==> src/rtl/traffic_phase_ctrl.sv <==
// traffic_phase_ctrl
// Two-road intersection light sequencer. Main road rests in green until a
// latched side-road request arrives and the minimum main-green time has
// passed. It then runs main yellow, all-red clearance, side green, side yellow
// and all-red clearance, and returns to main green. Phase timers advance only
// on the external tick strobe. Lamps and phase are registered and change on
// the same edge as the state.
//
// Build option: define FLASH_MODE_EN to add the `flash` input and the FLASH
// state (code 7). In FLASH, main yellow and side red blink together on each
// tick. Without the macro, code 7 is illegal and recovers to INIT.
module traffic_phase_ctrl #(
    parameter int MAIN_GREEN_T  = 8,
    parameter int MAIN_YELLOW_T = 3,
    parameter int SIDE_GREEN_T  = 5,
    parameter int SIDE_YELLOW_T = 3,
    parameter int ALL_RED_T     = 2,
    parameter int CNT_W         = 8
) (
    input  logic       clk,
    input  logic       rst,
    input  logic       tick,
    input  logic       side_req,
`ifdef FLASH_MODE_EN
    input  logic       flash,
`endif
    output logic       main_r,
    output logic       main_y,
    output logic       main_g,
    output logic       side_r,
    output logic       side_y,
    output logic       side_g,
    output logic [2:0] phase,
    output logic       req_pending
);

    typedef enum logic [2:0] {
        ST_INIT   = 3'd0,
        ST_MAIN_G = 3'd1,
        ST_MAIN_Y = 3'd2,
        ST_CLR_MS = 3'd3,
        ST_SIDE_G = 3'd4,
        ST_SIDE_Y = 3'd5,
        ST_CLR_SM = 3'd6,
        ST_FLASH  = 3'd7
    } state_t;

    // Last counter value of each timed phase. The phase expires on the tick
    // seen at this value, so it lasts exactly T ticks.
    localparam logic [CNT_W-1:0] MG_LAST = CNT_W'(MAIN_GREEN_T - 1);
    localparam logic [CNT_W-1:0] MY_LAST = CNT_W'(MAIN_YELLOW_T - 1);
    localparam logic [CNT_W-1:0] SG_LAST = CNT_W'(SIDE_GREEN_T - 1);
    localparam logic [CNT_W-1:0] SY_LAST = CNT_W'(SIDE_YELLOW_T - 1);
    localparam logic [CNT_W-1:0] AR_LAST = CNT_W'(ALL_RED_T - 1);

    // Lamp vector order: {main_r, main_y, main_g, side_r, side_y, side_g}
    localparam logic [5:0] LAMPS_ALL_RED = 6'b100_100;

    state_t           state;
    state_t           state_nxt;
    logic [CNT_W-1:0] cnt;
    logic             blink;
    logic             blink_nxt;
    logic             flash_on;

`ifdef FLASH_MODE_EN
    assign flash_on = flash;
`else
    assign flash_on = 1'b0;
`endif

    // Next-state rule. A forced FLASH overrides everything. FLASH itself, and
    // any code outside the legal set, falls through to INIT.
    function automatic state_t next_state(input state_t s, input logic [CNT_W-1:0] c,
                                          input logic t, input logic req, input logic fl);
        state_t n;
        n = s;
        case (s)
            ST_INIT:   if (t && c == AR_LAST)        n = ST_MAIN_G;
            ST_MAIN_G: if (t && c == MG_LAST && req) n = ST_MAIN_Y;
            ST_MAIN_Y: if (t && c == MY_LAST)        n = ST_CLR_MS;
            ST_CLR_MS: if (t && c == AR_LAST)        n = ST_SIDE_G;
            ST_SIDE_G: if (t && c == SG_LAST)        n = ST_SIDE_Y;
            ST_SIDE_Y: if (t && c == SY_LAST)        n = ST_CLR_SM;
            ST_CLR_SM: if (t && c == AR_LAST)        n = ST_MAIN_G;
            default:                                 n = ST_INIT;
        endcase
        if (fl) n = ST_FLASH;
        return n;
    endfunction

    // Lamp decode for a given state. Outside FLASH, exactly one lamp per road
    // is lit.
    function automatic logic [5:0] decode(input state_t s, input logic b);
        case (s)
            ST_MAIN_G: decode = 6'b001_100;
            ST_MAIN_Y: decode = 6'b010_100;
            ST_SIDE_G: decode = 6'b100_001;
            ST_SIDE_Y: decode = 6'b100_010;
            ST_FLASH:  decode = {1'b0, b, 1'b0, b, 2'b00};
            default:   decode = LAMPS_ALL_RED;
        endcase
    endfunction

    // NOTE: next-state and next-blink are pure combinational expressions, so the
    // sequential block below contains only non-blocking register updates.
    assign state_nxt = next_state(state, cnt, tick, req_pending, flash_on);
    assign blink_nxt = (state_nxt == ST_FLASH && state != ST_FLASH) ? 1'b1 :
                       (state == ST_FLASH && tick)                  ? ~blink : blink;

    assign phase = state;

    // State, phase timer, request latch and registered lamp outputs.
    always_ff @(posedge clk) begin
        if (rst) begin
            state       <= ST_INIT;
            cnt         <= '0;
            req_pending <= 1'b0;
            blink       <= 1'b0;
            {main_r, main_y, main_g, side_r, side_y, side_g} <= LAMPS_ALL_RED;
        end else begin
            state <= state_nxt;
            blink <= blink_nxt;
            {main_r, main_y, main_g, side_r, side_y, side_g} <= decode(state_nxt, blink_nxt);

            // The timer restarts on every state change. In main green it
            // saturates at its last value while waiting for a request.
            if (state_nxt != state)
                cnt <= '0;
            else if (tick && !(state == ST_MAIN_G && cnt == MG_LAST))
                cnt <= cnt + 1'b1;

            // Serving the request (entering side green) beats a new request
            // arriving on the same edge.
            if (state_nxt == ST_SIDE_G && state != ST_SIDE_G)
                req_pending <= 1'b0;
            else if (side_req)
                req_pending <= 1'b1;
        end
    end

endmodule

==> config.mk <==
export PLATFORM = sky130hd
export DESIGN_NAME = traffic_phase_ctrl
export DESIGN_NICKNAME = d
export VERILOG_FILES = /design/src/rtl/traffic_phase_ctrl.sv
export SDC_FILE = /design/constraint.sdc
export NUM_CORES = 1
export LEC_CHECK = 0
export CORE_MARGIN = 2
export CORE_UTILIZATION = 45
export CTS_CLUSTER_SIZE = 14
export DETAILED_ROUTE_END_ITERATION = 10
export PLACE_DENSITY = 0.74
export SLEW_MARGIN = 20
export SYNTH_ARGS = -nofsm -noshare
export SYNTH_HDL_FRONTEND = slang
export SYNTH_SLANG_ARGS = --single-unit
==> constraint.sdc <==
create_clock -name clk -period 2 [get_ports clk]
set_input_delay 0.4 -clock clk [delete_from_list [all_inputs] [get_ports clk]]
set_output_delay 0.4 -clock clk [all_outputs]
set_load 0.01 [all_outputs]
# After elaboration in Yosys (flattened, before gate mapping)
# Cells that the tools add are included.
# word_totals
out_inout_bits,10
regBits,19
input_bits,4
word_cells,56
# op_classes
eq_ne,19
bitwise,1
reduce_logical,15
mux,10
n_addsub,1
# ops
op,n
6-bit case mux with 5 select lines,1
3-bit equality test (second input constant),7
3-bit 2-to-1 mux,6
3-bit case mux with 6 select lines,1
8-bit by 3-bit equality test with 1-bit output (second input constant),2
1-bit logical AND,10
3-bit by 2-bit equality test with 1-bit output (second input constant),3
8-bit by 1-bit adder with 8-bit output (second input constant),1
8-bit by 1-bit equality test with 1-bit output (second input constant),1
8-bit by 2-bit equality test with 1-bit output (second input constant),1
3-bit by 1-bit equality test with 1-bit output (second input constant),2
3-bit != test (second input constant),2
2-bit OR reduction,3
3-bit zero test,1
3-bit != test,1
1-bit 2-to-1 mux,2
1-bit zero test,1
1-bit NOT,1

# Depth between registers and ports, before layout
# Gate-level depths: netlist (run 1).
# logic_depth
ltp_word,9
mapped_depth,8
mapped_depth_nobuf,7

# Worst setup path after synthesis (run 1)
# Ideal clock, no wire load.
# synth_path
path_kind,reg2reg
start,register cnt[1]
end,register main_r
path_buffers,0
setup_time_ns,0.121
arrival_ns,1.658
slack_ns,0.221
t_required_ns,1.879
stages_incl_launch_ff,8
period_less_slack_ns,1.779
path_cell_list,dfxtp_1 > inv_1 > ha_1 > nor4b_1 > nand2_1 > a311o_1 > nor4b_4 > nor2_1
# synth_between
elab_chain_cells,7
word_cells_on_any_way,22
classes_between,eq/ne: 9; mux: 8; reduce/logical: 5
# synth_rtl
item,line,text
"start, declared",61,logic [CNT_W-1:0] cnt;
"start signal, assigned",131,cnt <= cnt + 1'b1;
8-bit by 3-bit equality test with 1-bit output,80,ST_MAIN_G: if (t && c == MG_LAST && req) n = ST_MAIN_Y;
1-bit logical AND (2 in a row),80,
3-bit 2-to-1 mux,80,
3-bit case mux with 6 select lines *,78,case (s)
"3-bit equality test, or another cell as far along",95,case (s)
6-bit case mux with 5 select lines *,95,
"end signal, assigned",124,"{main_r, main_y, main_g, side_r, side_y, side_g} <= decode(state_nxt, blink_nxt);"
"end, declared",27,"output logic main_r,"
# Mark *: on every way between the ends. The rest lies on a longest branch, timed or not.
# A chain may end at the register's enable or synchronous reset.

# Worst setup path in the final report (run 1)
# layout_path
start,register cnt[0]
end,register main_r
# Same word-level chain as after synthesis.

==> results.toml, run 1 <==
[status]
status = "finished clean"

[logic_synthesis]
synth-xor-area-share_pct = 6.19
synth_top_area_share_pct = 36.4
yosys.cell_types.count = 41
synth_top_family_by_area = "simple AND/OR/NAND/NOR gates"
synthArstFlopShare_pct = 0
synth_area_sq_um = 990
syn_avg_cell_area_sq_um = 9.34
synth_seq_area_share_pct = 36.4
syn_inst = 106
ys_top_cells_by_area = "dfxtp_1 (36%), nor2_1 (6.1%), ha_1 (5.1%)"
syn_nets = 114
synthAdderAreaFrac_pct = 5.06
synthFlopType = "dfxtp_1"
yosys.area_share.simple_pct = 32.1
synth-seq-cells = 18
synth_compound_area_share_pct = 13.7
synthMuxAreaShare_pct = 2.02
ys_warn_count = 0
synth_edf_count = 0
synth_top_area_cell = "dfxtp_1"

[critical_path]
rrSetupSlack_ps = 80
startpoint_type = "flip-flop"
critical_path_arrival_ps = 2110
r2r-end = "main_r"
path_max_fanout = 3
crit_path_start = "cnt[0]"
cp-end-kind = "flip-flop"
crit_required_ps = 2200
r2r_cells = 8
path_class = "reg2reg"
crit_end = "main_r"
regToRegStartpoint = "cnt[0]"

[place]
dp_cells = 149
postPlaceCellArea_sq_um = 1210
io_buffers = 13
dp_hpwl_microns = 1510
gp_congestion = 0.803
dp_slack_ps = -378

[die]
pin_count = 14
placementRows = 16
start_util_pct = 48.9
core_sq_um = 2020
die-width_microns = 50.9
die_area_sq_um = 2590
die_h_microns = 50.9

[final_layout]
final_util_pct = 64.3
layout_commonest_cell = "dfxtp_1"
stdcell_count = 153
final_nets = 135
drive_above_1_share_pct = 24.6
fillers = 168
syn2layout_area_growth_pct = 31.4
final_area_sq_um = 1300
antennaDiodeCount = 0
final_cell_mix = "dfxtp_1 (18), nor2_1 (16), clkdlybuf4s50_1 (12)"

[global_route]
grt_pass1_vias = 794
grt_pass1_wl_microns = 3530
overflow = 0
grt_max_degree = 12
track_usage_pct = 18.2
antenna_found_initial = 0

[cts]
clk_transition_reported_paths_ps = 100
clock_latency_ps = 300
cts_max_path_buffers = 2
postCtsSetupBuffers = 0
cts_tree = "built"
htree_levels = 1
cts-root-buf = "clkbuf_4"
cts_sinks = 18
cts_buffers = 3

[drt]
via_per_inst = 5.26
drtIter0Drc = 11
vias = 805
first_pass_iters = 6
ant_nets = 0
routedWlPerCell_microns = 13.7
drc_errors = 0
routed_wirelength_microns = 2090

[run]
max_cap_violations = 0

[sta]
finalCriticalPeriod_ps = 1920
fin_setup_tns_ps = 0
setup_slack_ps = 82.6
slew_violations = 0
slew_headroom_pct = 67.8
timing.final.hold_violations = 0
skew_ps = 4.04
hold_ws_ps = 528
post-route-period-util_pct = 95.9
max_freq_ghz = 0.522
worst_pin_slew_ps = 478
finalSetupViolCount = 0

[power]
powerDensity_nw_per_um2 = 585
p_leak_nw = 0.481
total_power_mw = 0.761
peakVddDrop_uv = 543

[worst_hold_path]
hold_class = "reg2reg"
-- layer usage --
layer / share of wire, % / vias to the layer above / track usage [%] / wire [microns]
met5: 0 / - / 0 / 0
met4: 1.3 / 0 / 6.76 / 27
met3: 3.5 / 3 / 4.09 / 73
met2: 48 / 17 / 29.8 / 1010
met1: 47 / 373 / 23.3 / 979
li1: - / 412 / - / -
-- where the power goes --
group | internal (mW) | switching, mW | total [mW]
clock | 0.111 | 0.115 | 0.226
sequential | 0.371 | 0.00590 | 0.377
combinational | 0.0795 | 0.0783 | 0.158
total | 0.562 | 0.199 | 0.761
-- worst min-delay path by stage --
stage | start | endpoint | slack, ps | cells after the start
after floorplan | cnt[6] | cnt[6] | 510 | 2
after CTS | req_pending | req_pending | 540 | 2
after global routing | req_pending | req_pending | 570 | 2
after detailed placement | req_pending | req_pending | 520 | 2
final | req_pending | req_pending | 530 | 2
after global placement | req_pending | req_pending | 520 | 2
-- worst max-delay path, cell delays in order, from the launching register on --
cell and delay [ps]:
dfxtp_1 320, buf_4 140, inv_2 70, ha_2 190, nand3b_1 140, a2111oi_4 470
a31oi_2 110, nor4b_4 300, nor2_1 70
-- synth_stat cells, drive strengths merged (2+ instances only) --
library cell,number
nand2,6
a2111oi,2
ha,4
mux2i,2
clkbuf,3
nor4b,3
nand3,3
nor3,6
xnor2,5
nand2b,2
xor2,2
buf,4
or2,2
nor2b,4
inv,3
nor2,16
dfxtp,18
and2,2
-- cell families (layout without fill, tap and decap cells) --
kind of cell,count (synthesis),after routing
AOI/OAI and AO/OA,13,13
buffers and inverters,10,30
adders and majority gates,4,4
muxes,2,2
DFF,18,18
and+or+nand+nor,52,52
xor gates and xnor gates,7,7
-- registers in the layout (all words and copies together) (netlist names) --
register,count
main_g,1
phase,3
side_y,1
main_r,1
side_r,1
side_g,1
main_y,1
req_pending,1
cnt,8
-- what timing repair did --
item	in CTS	in global routing
resized for setup	4	6
gates cloned	0	0
hold buffers	0	0
pin swaps	3	3
setup endpoints to repair	2	2
-- final cells by class --
type / instances / area (sq um) / share of cell area [%]
Tap cell: 27 / 33.8 / 2.60
Multi-Input combinational cell: 78 / 642 / 49.4
Sequential cell: 18 / 360 / 27.7
Timing Repair Buffer: 23 / 216 / 16.7
Clock buffer: 4 / 36.3 / 2.79
Inverter: 3 / 11.3 / 0.866
(Power assumes the default switching activity.)
==> inputs of run 2 (changes only) <==
CORE_MARGIN = 1.5   (was 2)
PLACE_DENSITY = 0.79   (was 0.74)
SKIP_LAST_GASP = 1   (was not set)
==> results.toml, run 2 (synthesis gave the netlist of run 1 again) <==
[status]
status = "finished clean"

[drt]
via_per_inst = 5.58
maxUsedRoutingLayer = "met4"
drtIter0Drc = 27
vias = 888
ant_nets = 0
routed_wirelength_microns = 2360
routedWlPerCell_microns = 14.8
dr_wl_met2_microns = 1120
dr_wl_met3_microns = 128
wl_met1_microns = 1100
first_pass_iters = 4
drc_errors = 0

[power]
p_leak_nw = 0.527
powerDensity_nw_per_um2 = 562
peakVddDrop_uv = 396

[final_layout]
stdcell_count = 159
final_cell_mix = "dfxtp_1 (16), nor2_1 (15), buf_4 (15)"
fillers = 156
drive_above_1_share_pct = 30.3
final_area_sq_um = 1380
multi_input_area_sq_um = 663
final_nets = 141
layout_commonest_cell = "dfxtp_1"
antennaDiodeCount = 0
final_util_pct = 68.0
top_register = "cnt"
final-seq-area_sq_um = 365
largest_reg_flops = 8
syn2layout_area_growth_pct = 38.9

[critical_path]
regToRegStartpoint = "cnt[5]"
crit_required_ps = 2200
rrSetupSlack_ps = 50
critical_path_arrival_ps = 2150
startpoint_type = "flip-flop"
crit_path_start = "cnt[5]"
cp-end-kind = "flip-flop"
r2r-end = "main_r"
crit_end = "main_r"
path_max_fanout = 4
r2r_cells = 5
path_class = "reg2reg"

[place]
dp_hpwl_microns = 1650
dp_cells = 153
io_buffers = 13
postPlaceCellArea_sq_um = 1240
dp_slack_ps = -351
gp_congestion = 0.837

[sta]
slew_violations = 0
post-route-period-util_pct = 97.3
finalSetupViolCount = 0
skew_ps = 1.54
worst_pin_slew_ps = 542
timing.final.hold_violations = 0
fin_setup_tns_ps = 0
max_freq_ghz = 0.514
slew_headroom_pct = 63.4
finalCriticalPeriod_ps = 1950
setup_slack_ps = 53.9

[run]
max_cap_violations = 0

[cts]
cts_tree = "built"
clk_transition_reported_paths_ps = 110
cts_sinks = 18
cts_max_path_buffers = 2
clock_latency_ps = 300
cts_buffers = 3
htree_levels = 1
cts-root-buf = "clkbuf_4"

[global_route]
grt_pass1_vias = 820
grt_max_degree = 12
antenna_found_initial = 0
grt_pass1_wl_microns = 3860
track_usage_pct = 20.6
overflow = 0

[die]
pin_count = 14
placementRows = 16
die_h_microns = 49.9
core_sq_um = 2020
die-width_microns = 49.9
die_area_sq_um = 2490
start_util_pct = 48.9

[worst_hold_path]
hold_class = "reg2reg"
[run 2: changes by cell type in the layout (fill, tap and decap cells not counted), sizes merged]
| cell | delta |
|---|---|
| buf | +6 |
| dlygate4sd2 | -1 |
| dlymetal6s2s | +1 |
[run 2: how the worst min path moves through the flow]
stage	slack (ps)	depth (start not counted)	to	from
6_report	570	2	req_pending	req_pending
5_1_grt	610	2	req_pending	req_pending
4_1_cts	550	2	req_pending	req_pending
3_3_place_gp	530	2	req_pending	req_pending
2_1_floorplan	510	2	cnt[6]	cnt[6]
3_5_place_dp	530	2	req_pending	req_pending
[run 2: cell type report]
cell class	instances	area share, %
Sequential cell	18	26.6
Tap cell	27	2.46
Inverter	3	0.819
Multi-Input combinational cell	78	48.2
Clock buffer	4	2.64
Timing Repair Buffer	29	19.3
[run 2: where the power goes]
part           switching (mW)  total [mW]  leakage, nW  internal [mW]
clock network           0.123       0.234       0.0210          0.111
logic                  0.0821       0.162        0.358         0.0798
registers             0.00629       0.376        0.147          0.370
[run 2: worst max-delay path, cell delays in order, from the launching register on]
cell	delay, ps
dfxtp_4	380
or4b_4	600
a2111oi_4	420
a31oi_4	80
nor4b_4	300
nor2_1	70
[run 2: through the flow]
step	hold WS [ps]	total power, mW
2_1_floorplan	513	0.466
3_3_place_gp	533	0.526
3_5_place_dp	534	0.531
4_1_cts	552	0.771
5_1_grt	606	0.807
6_report	574	0.772
[run 2: what timing repair did]
| item | in CTS | in global routing |
|---|---|---|
| gates resized for setup | 3 | 13 |
| buffers inserted | 0 | 2 |
| endpoints found under the hold margin | 0 | 0 |
| setup endpoints to repair | 2 | 15 |
| hold buffers | 0 | 0 |
| pin swaps | 3 | 6 |
[run 2: per-layer routing]
layer	up-vias	GRT usage, %
li1	426	-
met1	431	27.6
met4	0	5.56
met5	-	0
met2	29	32.7
met3	2	5.45
